**src/rtl/scan_pkg.sv**
```systemverilog
// Shared definitions for the seven-segment scan path: default widths, digit type
// and the active-low one-hot anode helper.
package scan_pkg;

   localparam int unsigned N_DIGITS_DEF = 4;
   localparam int unsigned DIGIT_W_DEF  = 4;
   localparam int unsigned MAX_DIGITS   = 32;

   typedef logic [DIGIT_W_DEF-1:0] digit_t;

   // Bit idx low, every other bit high; callers truncate to their digit count.
   function automatic logic [MAX_DIGITS-1:0] onehot_n(input int unsigned idx,
                                                      input int unsigned n);
      logic [MAX_DIGITS-1:0] v;
      v = '1;
      if (idx < n) v[idx[4:0]] = 1'b0;
      return v;
   endfunction

endpackage

```
**src/rtl/scan_prescaler.sv**
```systemverilog
// Free-running enable-gated divider: tick is high for the one cycle in every
// PRESCALE enabled cycles where the count sits at PRESCALE-1.
module scan_prescaler #(
   parameter int unsigned PRESCALE = 100000
) (
   input  logic clk,
   input  logic rst_n,
   input  logic en,
   output logic tick
);

   localparam int unsigned    CNT_W = (PRESCALE > 1) ? $clog2(PRESCALE) : 1;
   localparam logic [CNT_W-1:0] LAST = CNT_W'(PRESCALE - 1);

   logic [CNT_W-1:0] cnt;

   assign tick = en && (cnt == LAST);

   always_ff @(posedge clk or negedge rst_n) begin
      if (!rst_n) begin
         cnt <= '0;
      end else if (en) begin
         cnt <= (cnt == LAST) ? '0 : cnt + CNT_W'(1);
      end
   end

endmodule

```
**src/rtl/digit_scan_mux.sv**
```systemverilog
// Time-multiplexed digit scanner with per-digit blanking and frame sync.
// Optional blinking of masked digits is enabled by defining SCAN_BLINK_EN.
module digit_scan_mux
   import scan_pkg::*;
#(
   parameter int unsigned N_DIGITS     = N_DIGITS_DEF,
   parameter int unsigned DIGIT_W      = DIGIT_W_DEF,
   parameter int unsigned PRESCALE     = 100000,
`ifdef SCAN_BLINK_EN
   parameter int unsigned BLINK_FRAMES = 64,
`endif
   localparam int unsigned IDX_W       = $clog2(N_DIGITS)
) (
   input  logic                         clk,
   input  logic                         rst_n,
   input  logic                         en,
   input  logic [N_DIGITS*DIGIT_W-1:0]  digits_in,
   input  logic [N_DIGITS-1:0]          blank_mask,
`ifdef SCAN_BLINK_EN
   input  logic [N_DIGITS-1:0]          blink_mask,
`endif
   output logic [DIGIT_W-1:0]           digit_out,
   output logic [N_DIGITS-1:0]          anode_n,
   output logic [IDX_W-1:0]             digit_idx,
   output logic                         frame_start
);

   logic                tick;
   logic [IDX_W-1:0]    idx;
   logic                last_idx;
   logic [DIGIT_W-1:0]  digit_sel;
   logic                blank_sel;
   logic                blink_off;
   logic [N_DIGITS-1:0] sel_n;
`ifdef SCAN_BLINK_EN
   logic                blink_sel;
`endif

   scan_prescaler #(.PRESCALE(PRESCALE)) u_prescaler (
      .clk   (clk),
      .rst_n (rst_n),
      .en    (en),
      .tick  (tick)
   );

   assign last_idx = (idx == IDX_W'(N_DIGITS - 1));

   always_ff @(posedge clk or negedge rst_n) begin
      if (!rst_n) begin
         idx <= '0;
      end else if (tick) begin
         idx <= last_idx ? '0 : idx + IDX_W'(1);
      end
   end

   always_comb begin
      digit_sel = '0;
      blank_sel = 1'b0;
`ifdef SCAN_BLINK_EN
      blink_sel = 1'b0;
`endif
      for (int unsigned k = 0; k < N_DIGITS; k++) begin
         if (idx == IDX_W'(k)) begin
            digit_sel = digits_in[k*DIGIT_W +: DIGIT_W];
            blank_sel = blank_mask[k];
`ifdef SCAN_BLINK_EN
            blink_sel = blink_mask[k];
`endif
         end
      end
      sel_n = N_DIGITS'(onehot_n(32'(idx), N_DIGITS));
   end

`ifdef SCAN_BLINK_EN
   localparam int unsigned FCNT_W = (BLINK_FRAMES > 1) ? $clog2(BLINK_FRAMES) : 1;

   logic [FCNT_W-1:0] frame_cnt;
   logic              phase_on;

   // Frame wrap is the slot tick out of the last digit; tick already implies en.
   always_ff @(posedge clk or negedge rst_n) begin
      if (!rst_n) begin
         frame_cnt <= '0;
         phase_on  <= 1'b1;
      end else if (tick && last_idx) begin
         if (frame_cnt == FCNT_W'(BLINK_FRAMES - 1)) begin
            frame_cnt <= '0;
            phase_on  <= !phase_on;
         end else begin
            frame_cnt <= frame_cnt + FCNT_W'(1);
         end
      end
   end

   assign blink_off = !phase_on && blink_sel;
`else
   assign blink_off = 1'b0;
`endif

   // digit_idx trails idx by one enabled cycle, so idx=0 with digit_idx!=0 only follows a wrap.
   always_ff @(posedge clk or negedge rst_n) begin
      if (!rst_n) begin
         digit_out   <= '0;
         anode_n     <= '1;
         digit_idx   <= '0;
         frame_start <= 1'b0;
      end else if (en) begin
         digit_out   <= digit_sel;
         digit_idx   <= idx;
         anode_n     <= (blank_sel || blink_off) ? '1 : sel_n;
         frame_start <= (idx == '0) && (digit_idx != '0);
      end else begin
         anode_n     <= '1;
         frame_start <= 1'b0;
      end
   end

endmodule

```
**config.mk**
```make
export PLATFORM = sky130hd
export DESIGN_NAME = digit_scan_mux
export DESIGN_NICKNAME = d
export VERILOG_FILES = /design/src/rtl/scan_pkg.sv /design/src/rtl/scan_prescaler.sv /design/src/rtl/digit_scan_mux.sv
export SDC_FILE = /design/constraint.sdc
export NUM_CORES = 1
export LEC_CHECK = 0
export BUFFER_PORTS_ARGS = -buffer_cell sky130_fd_sc_hd__buf_2
export CAP_MARGIN = 10
export CORE_AREA = 2 2 59 61
export CTS_BUF_LIST = sky130_fd_sc_hd__clkbuf_8
export DETAILED_ROUTE_END_ITERATION = 8
export DIE_AREA = 0 0 61 63
export PLACE_DENSITY = 0.75
export SYNTH_ARGS = -nofsm -noshare
export SYNTH_HDL_FRONTEND = slang
export SYNTH_SLANG_ARGS = --single-unit
```
**constraint.sdc**
```tcl
create_clock -name clk -period 2 [get_ports clk]
set_input_delay 0.2 -clock clk [delete_from_list [all_inputs] [get_ports clk]]
set_output_delay 0.2 -clock clk [all_outputs]
set_load 0.02 [all_outputs]
```
# Word level (Yosys, flattened, before mapping)
# Index checks and enable logic that the tools add are counted.
[word_totals]
reg_bits = 30
inputBits = 23
out_inout_bits = 11
word_cells = 35
[op_classes]
add_sub_neg = 2
magnitude_cmp = 2
n_eq_ne = 4
mux = 15
n_bitwise = 1
n_reduce_logical = 5
[ops]
columns = ["operator", "n"]
rows = [
  ["4-bit two-way mux", 6],
  ["17-bit by 1-bit adder with 17-bit output (second input constant)", 1],
  ["17-bit equality test (second input constant)", 1],
  ["17-bit two-way mux", 1],
  ["2-bit by 6-bit < comparator with 1-bit output (second input constant)", 1],
  ["1-bit two-way mux", 6],
  ["2-bit equality test (second input constant)", 2],
  ["4-bit inverter", 1],
  ["1-bit logical AND", 3],
  ["2-bit by 1-bit adder with 2-bit output (second input constant)", 1],
  ["1-bit demux with 2-bit select", 1],
  ["2-bit by 1-bit equality test with 1-bit output (second input constant)", 1],
  ["2-bit by 1-bit greater-or-equal comparator with 1-bit output (second input constant)", 1],
  ["2-bit zero test", 1],
  ["2-bit two-way mux", 1],
  ["2-bit nonzero test", 1],
]

# Longest topological paths before layout
# Gate-level depths: netlist of the first run.
[depth]
word_depth = 7
depth_mapped = 6
depth_no_buf = 6

# Hierarchy
# Synthesis of the first run repeated with hierarchy kept, for this count alone.
[unflattened]
hier_cells = 154
hier_area_um2 = 1641.6
[modules_own_cells]
columns = ["mod", "instances", "cells_each", "area_per_inst_um2", "seq_area_each_um2"]
rows = [
  ["scan_prescaler", 1, 91, 922.1, 425.4],
  ["digit_scan_mux", 1, 63, 719.4, 330.3],
]

# Worst setup path after synthesis of the first run
# OpenSTA, ideal clock, no wires.
[synth_path]
kind = "reg-to-reg"
startpoint = "reg u_prescaler.cnt[0]"
endpoint = "reg u_prescaler.cnt[16]"
setup_time_ns = 0.077
arrival_time_ns = 1.557
required_time_ns = 1.923
path_slack_ns = 0.366
stages_incl_launch_ff = 6
path_buffers = 0
period_less_slack_ns = 1.634
path_cell_list = "dfrtp_1 -> ha_1 -> nand4_4 -> or3_4 -> or3_1 -> a21oi_1"
[synth_between]
elab_chain_cells = 2
word_cells_on_any_way = 3
cone_classes = "add/sub (1); eq/ne (1); mux (1)"
[synth_rtl]
columns = ["item", "line_no", "text"]
rows = [
  ["from (decl)", "scan_prescaler.sv:15", "logic [CNT_W-1:0] cnt;"],
  ["from (signal assigned)", "scan_prescaler.sv:23", "cnt <= (cnt == LAST) ? '0 : cnt + CNT_W'(1);"],
  ["17-bit by 1-bit adder with 17-bit output / 17-bit equality test (equally long branches)", "scan_prescaler.sv:23", ""],
  ["17-bit two-way mux (*)", "scan_prescaler.sv:23", ""],
]
# Mark *: on every way between the ends. The rest lies on a longest branch, timed or not.
# A chain may end at the register's enable or synchronous reset.

# Final worst setup path of the first run
# Same ends and word-level chain as after synthesis.

==> results.sh, run 1 <==
export IMPL_placeableCoreArea_um2=3230
export IMPL_share_of_cells_above_drive_strength_1=0.316
export IMPL_internal_power_w=0.00113
export IMPL_grt_setup_unrepaired="false"
export IMPL_grt_util_all_layers=0.193
export IMPL_post_cts_repair_setup_buffers=0
export IMPL_multi_input_comb_area_um2=736
export IMPL_io_pins=34
export IMPL_floorplan_rows=21
export IMPL_globalplace_congestion=0.809
export IMPL_grt_pass1_vias=1261
export IMPL_worstPathRequired_ps=2210
export IMPL_max_freq_ghz=0.579
export IMPL_ir_worst_vdd_uv=493
export IMPL_layout_worst_path_cycle_share=0.863
export IMPL_cellPowerDensity_nw_per_um2=825
export IMPL_switching_power_w=0.000428
export IMPL_first_pass_grt_wire_length_um=5470
export IMPL_antenna_found_initial=0
export IMPL_cts_htree_levels=2
export IMPL_timing_hold_violations_final=0
export IMPL_start_util=0.478
export IMPL_post_dp_cell_area_um2=1760
export IMPL_tritoncts_clock_tree="built"
export IMPL_synth_sequential_area_ratio=0.489
export IMPL_portion_of_total_power_attributed_to_the_clock_network=0.368
export IMPL_via_per_inst=5.33
export IMPL_overflow=0
export IMPL_ctsRootBufferMaster="sky130_fd_sc_hd__clkbuf_8"
export IMPL_commonest_non_fill_non_tap_cell_in_the_layout="sky130_fd_sc_hd__buf_2"
export IMPL_worstReg2RegStart="u_prescaler.cnt[0]"
export IMPL_grt_start_max_net_pins=31
export IMPL_port_buffers=33
export IMPL_worst_clock_skew_ps=2.02
export IMPL_sequentialPowerShare=0.495
export IMPL_cts_buffers=5
export IMPL_worst_setup_path_startpoint="u_prescaler.cnt[0]"
export IMPL_arrival_ps=1940
export IMPL_finalInstanceArea_um2=1880
export IMPL_synth_ff_latch_count=30
export IMPL_most_common_layout_cells="33 x sky130_fd_sc_hd__buf_2, 26 x sky130_fd_sc_hd__dfrtp_1, 19 x sky130_fd_sc_hd__nand2_1"
export IMPL_critical_path_endpoint="u_prescaler.cnt[16]"
export IMPL_maxSlewViolCount=0
export IMPL_post_route_drc_count=0
export IMPL_worst_slew_pin_transition_ps=680
export IMPL_leakagePower_nw=0.877
export IMPL_synth_area_um2=1550
export IMPL_setup_worst_path_start_class="flop"
export IMPL_antenna_cells_inserted=0
export IMPL_min_period_ps=1730
export IMPL_post_drt_wl_per_cell_um=13.1
export IMPL_sequential_cell_area_um2=756
export IMPL_die_height_um=63
export IMPL_critPathMaxFanout=6
export IMPL_die_w_um=61
export IMPL_synth_net_count=179
export IMPL_yosysWarningCount=0
export IMPL_cts_root_to_sink_buffers=2
export IMPL_firstDrtPassIters=6
export IMPL_max_slew_headroom=0.543
export IMPL_synthesis_area_per_instance_um2=10.2
export IMPL_route_vias_total=1257
export IMPL_fill_cells=298
export IMPL_final_setup_tns_ps=0
export IMPL_syn2layout_area_growth_pct=21.9
export IMPL_max_cap_violations=0
export IMPL_report_final_setup_viol=0
export IMPL_final_net_count=217
export IMPL_hp_class="input pin to flop"
export IMPL_r2r_end="u_prescaler.cnt[16]"
export IMPL_postRouteWirelength_um=3090
export IMPL_drt_initial_drc_count=45
export IMPL_fp_dieArea_um2=3840
export IMPL_synth_cells=151
export IMPL_route_antenna_remaining_nets=0
export IMPL_synth_cell_types=40
export IMPL_ff2ff_setup_slack_ps=270
export IMPL_number_of_cells_on_the_worst_reg_to_reg_path=5
export IMPL_cts_reportedPaths_clkPinSlew_ps=60
export IMPL_setup_worst_path_end_class="flop"
export IMPL_clkLatencyLatePin_ps=280
export IMPL_comb_power_share=0.137
export IMPL_switching_share=0.275
export IMPL_timing_setup_critical_path_class="flop to flop"
export IMPL_detailedPlacementHpwl_um=2320
export IMPL_result_of_the_run="finished, final reports clean"
export IMPL_clock_sink_count=30
-- timing repair --
item	in CTS	in global routing
hold buffers	1	0
resized for setup	0	0
hold endpoints to repair	26	0
-- power groups by stage --
stage	clock network, W	logic (W)	registers, W
2_1_floorplan	0	0.000139	0.000768
3_3_place_gp	0	0.000207	0.000773
3_5_place_dp	0	0.000214	0.000778
4_1_cts	0.000582	0.000216	0.000769
5_1_grt	0.000614	0.000242	0.000782
6_report	0.000572	0.000212	0.000769
-- layer usage --
metal / up-vias / GRT usage / wire [um]
li1: 615 / - / -
met1: 602 / 0.227 / 1340
met2: 32 / 0.300 / 1490
met3: 8 / 0.0745 / 175
met4: 0 / 0.0924 / 78
met5: - / 0 / 0
-- cell type report --
class                   count  area share
multi-input cells         107       0.391
flip-flops and latches     30       0.401
repair buffers             36       0.101
well taps                  46      0.0306
clock buffers               8      0.0585
inverters                   9      0.0179
-- registers in the layout (all words and copies together), names as in the netlist --
register,cells
anode_n,4
idx,2
frame_start,1
digit_idx,2
digit_out,4
u_prescaler.cnt,17
-- metrics by stage --
stage          worst slack, ps   util  instances  hold slack (ps)  total power, W
6_report                   273  0.583        236              129         0.00155
5_1_grt                    111  0.583        236              128         0.00164
4_1_cts                    270  0.583        236              124         0.00157
3_5_place_dp               280  0.545        227              264        0.000992
3_3_place_gp               328  0.545        227              253        0.000979
2_1_floorplan              366      -        151            -95.6        0.000907
-- cells in the mapped netlist --
cell type / n / area (um^2)
sky130_fd_sc_hd__and2_1: 1 / 6.26
sky130_fd_sc_hd__nor2_1: 12 / 45.0
sky130_fd_sc_hd__a31o_2: 1 / 8.76
sky130_fd_sc_hd__nand4_1: 6 / 37.5
sky130_fd_sc_hd__buf_1: 2 / 7.51
sky130_fd_sc_hd__o21ai_0: 5 / 25.0
sky130_fd_sc_hd__or3_1: 1 / 6.26
sky130_fd_sc_hd__nor3_1: 2 / 10.0
sky130_fd_sc_hd__dfstp_2: 4 / 105
sky130_fd_sc_hd__and3_2: 1 / 7.51
sky130_fd_sc_hd__a211o_1: 3 / 26.3
sky130_fd_sc_hd__mux2_2: 4 / 45.0
sky130_fd_sc_hd__inv_1: 9 / 33.8
sky130_fd_sc_hd__or3_4: 1 / 11.3
sky130_fd_sc_hd__dfrtp_1: 26 / 651
sky130_fd_sc_hd__o22ai_1: 1 / 6.26
sky130_fd_sc_hd__and4_1: 1 / 8.76
sky130_fd_sc_hd__mux2i_1: 1 / 10.0
sky130_fd_sc_hd__nor2b_1: 2 / 12.5
sky130_fd_sc_hd__a221oi_1: 4 / 35.0
sky130_fd_sc_hd__xnor2_1: 5 / 43.8
sky130_fd_sc_hd__o21bai_1: 1 / 7.51
sky130_fd_sc_hd__nor4_1: 2 / 12.5
sky130_fd_sc_hd__o311a_1: 1 / 10.0
sky130_fd_sc_hd__nand3b_1: 1 / 7.51
sky130_fd_sc_hd__buf_2: 1 / 5.00
sky130_fd_sc_hd__nand4_2: 1 / 12.5
sky130_fd_sc_hd__and4_2: 2 / 20.0
sky130_fd_sc_hd__nor2_2: 1 / 6.26
sky130_fd_sc_hd__nor4bb_1: 1 / 10.0
sky130_fd_sc_hd__a21oi_1: 3 / 15.0
sky130_fd_sc_hd__a31oi_1: 4 / 25.0
sky130_fd_sc_hd__and4bb_2: 1 / 12.5
sky130_fd_sc_hd__clkbuf_1: 2 / 7.51
sky130_fd_sc_hd__nand4_4: 1 / 21.3
sky130_fd_sc_hd__xor2_1: 7 / 61.3
sky130_fd_sc_hd__ha_1: 5 / 62.6
sky130_fd_sc_hd__nand3_1: 5 / 25.0
sky130_fd_sc_hd__o211a_1: 1 / 10.0
sky130_fd_sc_hd__nand2_1: 19 / 71.3
-- critical path: stages, from the launching register on --
cell                      delay, ps
sky130_fd_sc_hd__dfrtp_1        430
sky130_fd_sc_hd__ha_1           260
sky130_fd_sc_hd__nand4_4        140
sky130_fd_sc_hd__or3_4          370
sky130_fd_sc_hd__or3_1          310
sky130_fd_sc_hd__a21oi_1        140
-- worst min path at each step --
stage                        from  slack (ps)  cells past startpoint            endpoint
floorplan                   rst_n        -100                      0        digit_idx[0]
global placement            rst_n         250                      1  u_prescaler.cnt[8]
detailed placement          rst_n         260                      1  u_prescaler.cnt[8]
CTS                 blank_mask[3]         120                      2          anode_n[3]
global route        blank_mask[3]         130                      2          anode_n[3]
finish              blank_mask[3]         130                      2          anode_n[3]
-- cells by family after synthesis --
logic type,share of synthesized area
AOI/OAI and AO/OA,0.109
xor gates and xnor gates,0.0680
adders and majority gates,0.0405
buffers and inverters,0.0348
DFF,0.489
muxes,0.0356
and+or+nand+nor,0.223
Note: power is estimated with default switching activity, not from simulation.
==> run 2: changes to the inputs <==
Settings changed: GPL_TIMING_DRIVEN set to 0, PLACE_DENSITY 0.75 to 0.72.
==> results.sh, run 2 (synthesized netlist as in run 1, its figures left out) <==
export IMPL_hp_class="input pin to flop"
export IMPL_most_common_layout_cells="33 x sky130_fd_sc_hd__buf_2, 26 x sky130_fd_sc_hd__dfrtp_1, 19 x sky130_fd_sc_hd__nand2_1"
export IMPL_globalplace_congestion=0.780
export IMPL_setup_worst_path_start_class="flop"
export IMPL_ir_worst_vdd_uv=531
export IMPL_layout_setup_ws_ps=188
export IMPL_clock_sink_count=30
export IMPL_worstPathRequired_ps=2200
export IMPL_r2r_end="digit_out[0]"
export IMPL_grt_pass1_vias=1185
export IMPL_leakagePower_nw=0.862
export IMPL_io_pins=34
export IMPL_worst_clock_skew_ps=5.13
export IMPL_port_buffers=32
export IMPL_worst_slew_pin_transition_ps=680
export IMPL_floorplan_rows=21
export IMPL_max_cap_violations=0
export IMPL_layout_worst_path_cycle_share=0.906
export IMPL_timing_hold_violations_final=0
export IMPL_first_pass_grt_wire_length_um=5430
export IMPL_commonest_non_fill_non_tap_cell_in_the_layout="sky130_fd_sc_hd__buf_2"
export IMPL_placeableCoreArea_um2=3230
export IMPL_cts_reportedPaths_clkPinSlew_ps=60
export IMPL_final_net_count=219
export IMPL_cts_root_to_sink_buffers=2
export IMPL_place_worst_setup_slack_ps=198
export IMPL_firstDrtPassIters=4
export IMPL_die_height_um=63
export IMPL_via_per_inst=5.25
export IMPL_ctsRootBufferMaster="sky130_fd_sc_hd__clkbuf_8"
export IMPL_route_vias_total=1244
export IMPL_detailedPlacementHpwl_um=2370
export IMPL_overflow=0
export IMPL_start_util=0.478
export IMPL_top_regs="u_prescaler.cnt (17), anode_n (4), digit_out (4)"
export IMPL_utilization=0.575
export IMPL_fp_dieArea_um2=3840
export IMPL_post_drt_wl_per_cell_um=13.7
export IMPL_hold_worst_slack_ps=147
export IMPL_sequential_cell_area_um2=756
export IMPL_post_route_drc_count=0
export IMPL_critPathMaxFanout=5
export IMPL_min_period_ps=1810
export IMPL_regMostFlops="u_prescaler.cnt"
export IMPL_result_of_the_run="finished, final reports clean"
export IMPL_antenna_cells_inserted=0
export IMPL_grt_setup_unrepaired="false"
export IMPL_worstReg2RegStart="idx[0]"
export IMPL_die_w_um=61
export IMPL_multi_input_comb_area_um2=736
export IMPL_max_slew_headroom=0.547
export IMPL_maxSlewViolCount=0
export IMPL_grt_start_max_net_pins=31
export IMPL_final_setup_tns_ps=0
export IMPL_worstHoldEndpoint="anode_n[3]"
export IMPL_report_final_setup_viol=0
export IMPL_number_of_cells_on_the_worst_reg_to_reg_path=6
export IMPL_ff2ff_setup_slack_ps=190
export IMPL_whs_path_depth=2
export IMPL_clkLatencyLatePin_ps=280
export IMPL_syn2layout_area_growth_pct=20.3
export IMPL_share_of_cells_above_drive_strength_1=0.293
export IMPL_setup_worst_path_end_class="flop"
export IMPL_postRouteWirelength_um=3240
export IMPL_largest_register_ffs=17
export IMPL_cts_buffers=5
export IMPL_drt_initial_drc_count=80
export IMPL_timing_setup_critical_path_class="flop to flop"
export IMPL_max_freq_ghz=0.552
export IMPL_cts_htree_levels=2
export IMPL_fill_cells=287
export IMPL_grt_util_all_layers=0.194
export IMPL_tritoncts_clock_tree="built"
export IMPL_arrival_ps=2020
export IMPL_power_total_w=0.00146
export IMPL_post_cts_repair_setup_buffers=0
export IMPL_cellPowerDensity_nw_per_um2=786
export IMPL_route_antenna_remaining_nets=0
export IMPL_antenna_found_initial=0
export IMPL_worst_hold_startpoint="blank_mask[3]"
==> run 2: cell types whose count changed in the layout (fill, tap and decap cells not counted) <==
cell                       previous run  this run
sky130_fd_sc_hd__clkbuf_1             0         2
sky130_fd_sc_hd__clkbuf_8             8         6
sky130_fd_sc_hd__buf_1                0         2
sky130_fd_sc_hd__buf_4                2         0
sky130_fd_sc_hd__inv_1                9        10
==> run 2: worst max path at each step <==
stage,slack [ps],to,cells past startpoint,start
after global placement,200,idx[1],4,u_prescaler.cnt[11]
after detailed placement,200,digit_out[0],6,idx[0]
after global routing,80,u_prescaler.cnt[16],5,u_prescaler.cnt[0]
after CTS,190,digit_out[0],6,idx[0]
after floorplan,370,u_prescaler.cnt[16],5,u_prescaler.cnt[0]
final,190,digit_out[0],6,idx[0]
==> run 2: worst max-delay path, cell delays in order, from the launching register on <==
cell and delay (ps):
sky130_fd_sc_hd__dfrtp_1 430, sky130_fd_sc_hd__inv_1 130, sky130_fd_sc_hd__ha_1 260, sky130_fd_sc_hd__nor2b_1 310, sky130_fd_sc_hd__a221oi_1 140, sky130_fd_sc_hd__a211o_1 300
sky130_fd_sc_hd__a31oi_1 170
==> run 2: area by class of cell <==
cell class / instances / area share
Inverter: 9 / 0.0182
Tap cell: 46 / 0.0310
Sequential cell: 30 / 0.406
Timing Repair Buffer: 33 / 0.0915
Clock buffer: 6 / 0.0444
Multi-Input combinational cell: 107 / 0.396
Buffer: 5 / 0.0108
Clock inverter: 1 / 0.00202
==> run 2: layer usage <==
metal	vias to the layer above	part of all wire	global-route usage
met1	598	0.44	0.247
li1	614	-	-
met5	-	0	0
met3	4	0.042	0.0683
met4	0	0.014	0.0652
met2	28	0.50	0.302
==> run 2: metrics by stage <==
| step | std cells | area, um^2 |
|---|---|---|
| 6_report | 237 | 1860 |
| 5_1_grt | 237 | 1860 |
| 4_1_cts | 237 | 1860 |
| 3_5_place_dp | 229 | 1760 |
| 3_3_place_gp | 229 | 1760 |
| 2_1_floorplan | 151 | 1550 |
==> run 2: what timing repair did <==
item                                   CTS  global route
endpoints found under the hold margin   26             0
setup endpoints to repair                0             0
gates resized for setup                  0             0
hold buffers                             1             0
==> run 2: where the power goes <==
group	switching (W)	leakage (nW)	internal, W
clock	0.000212	0.0485	0.000267
combinational	0.000105	0.450	0.000108
sequential	0.0000986	0.364	0.000671
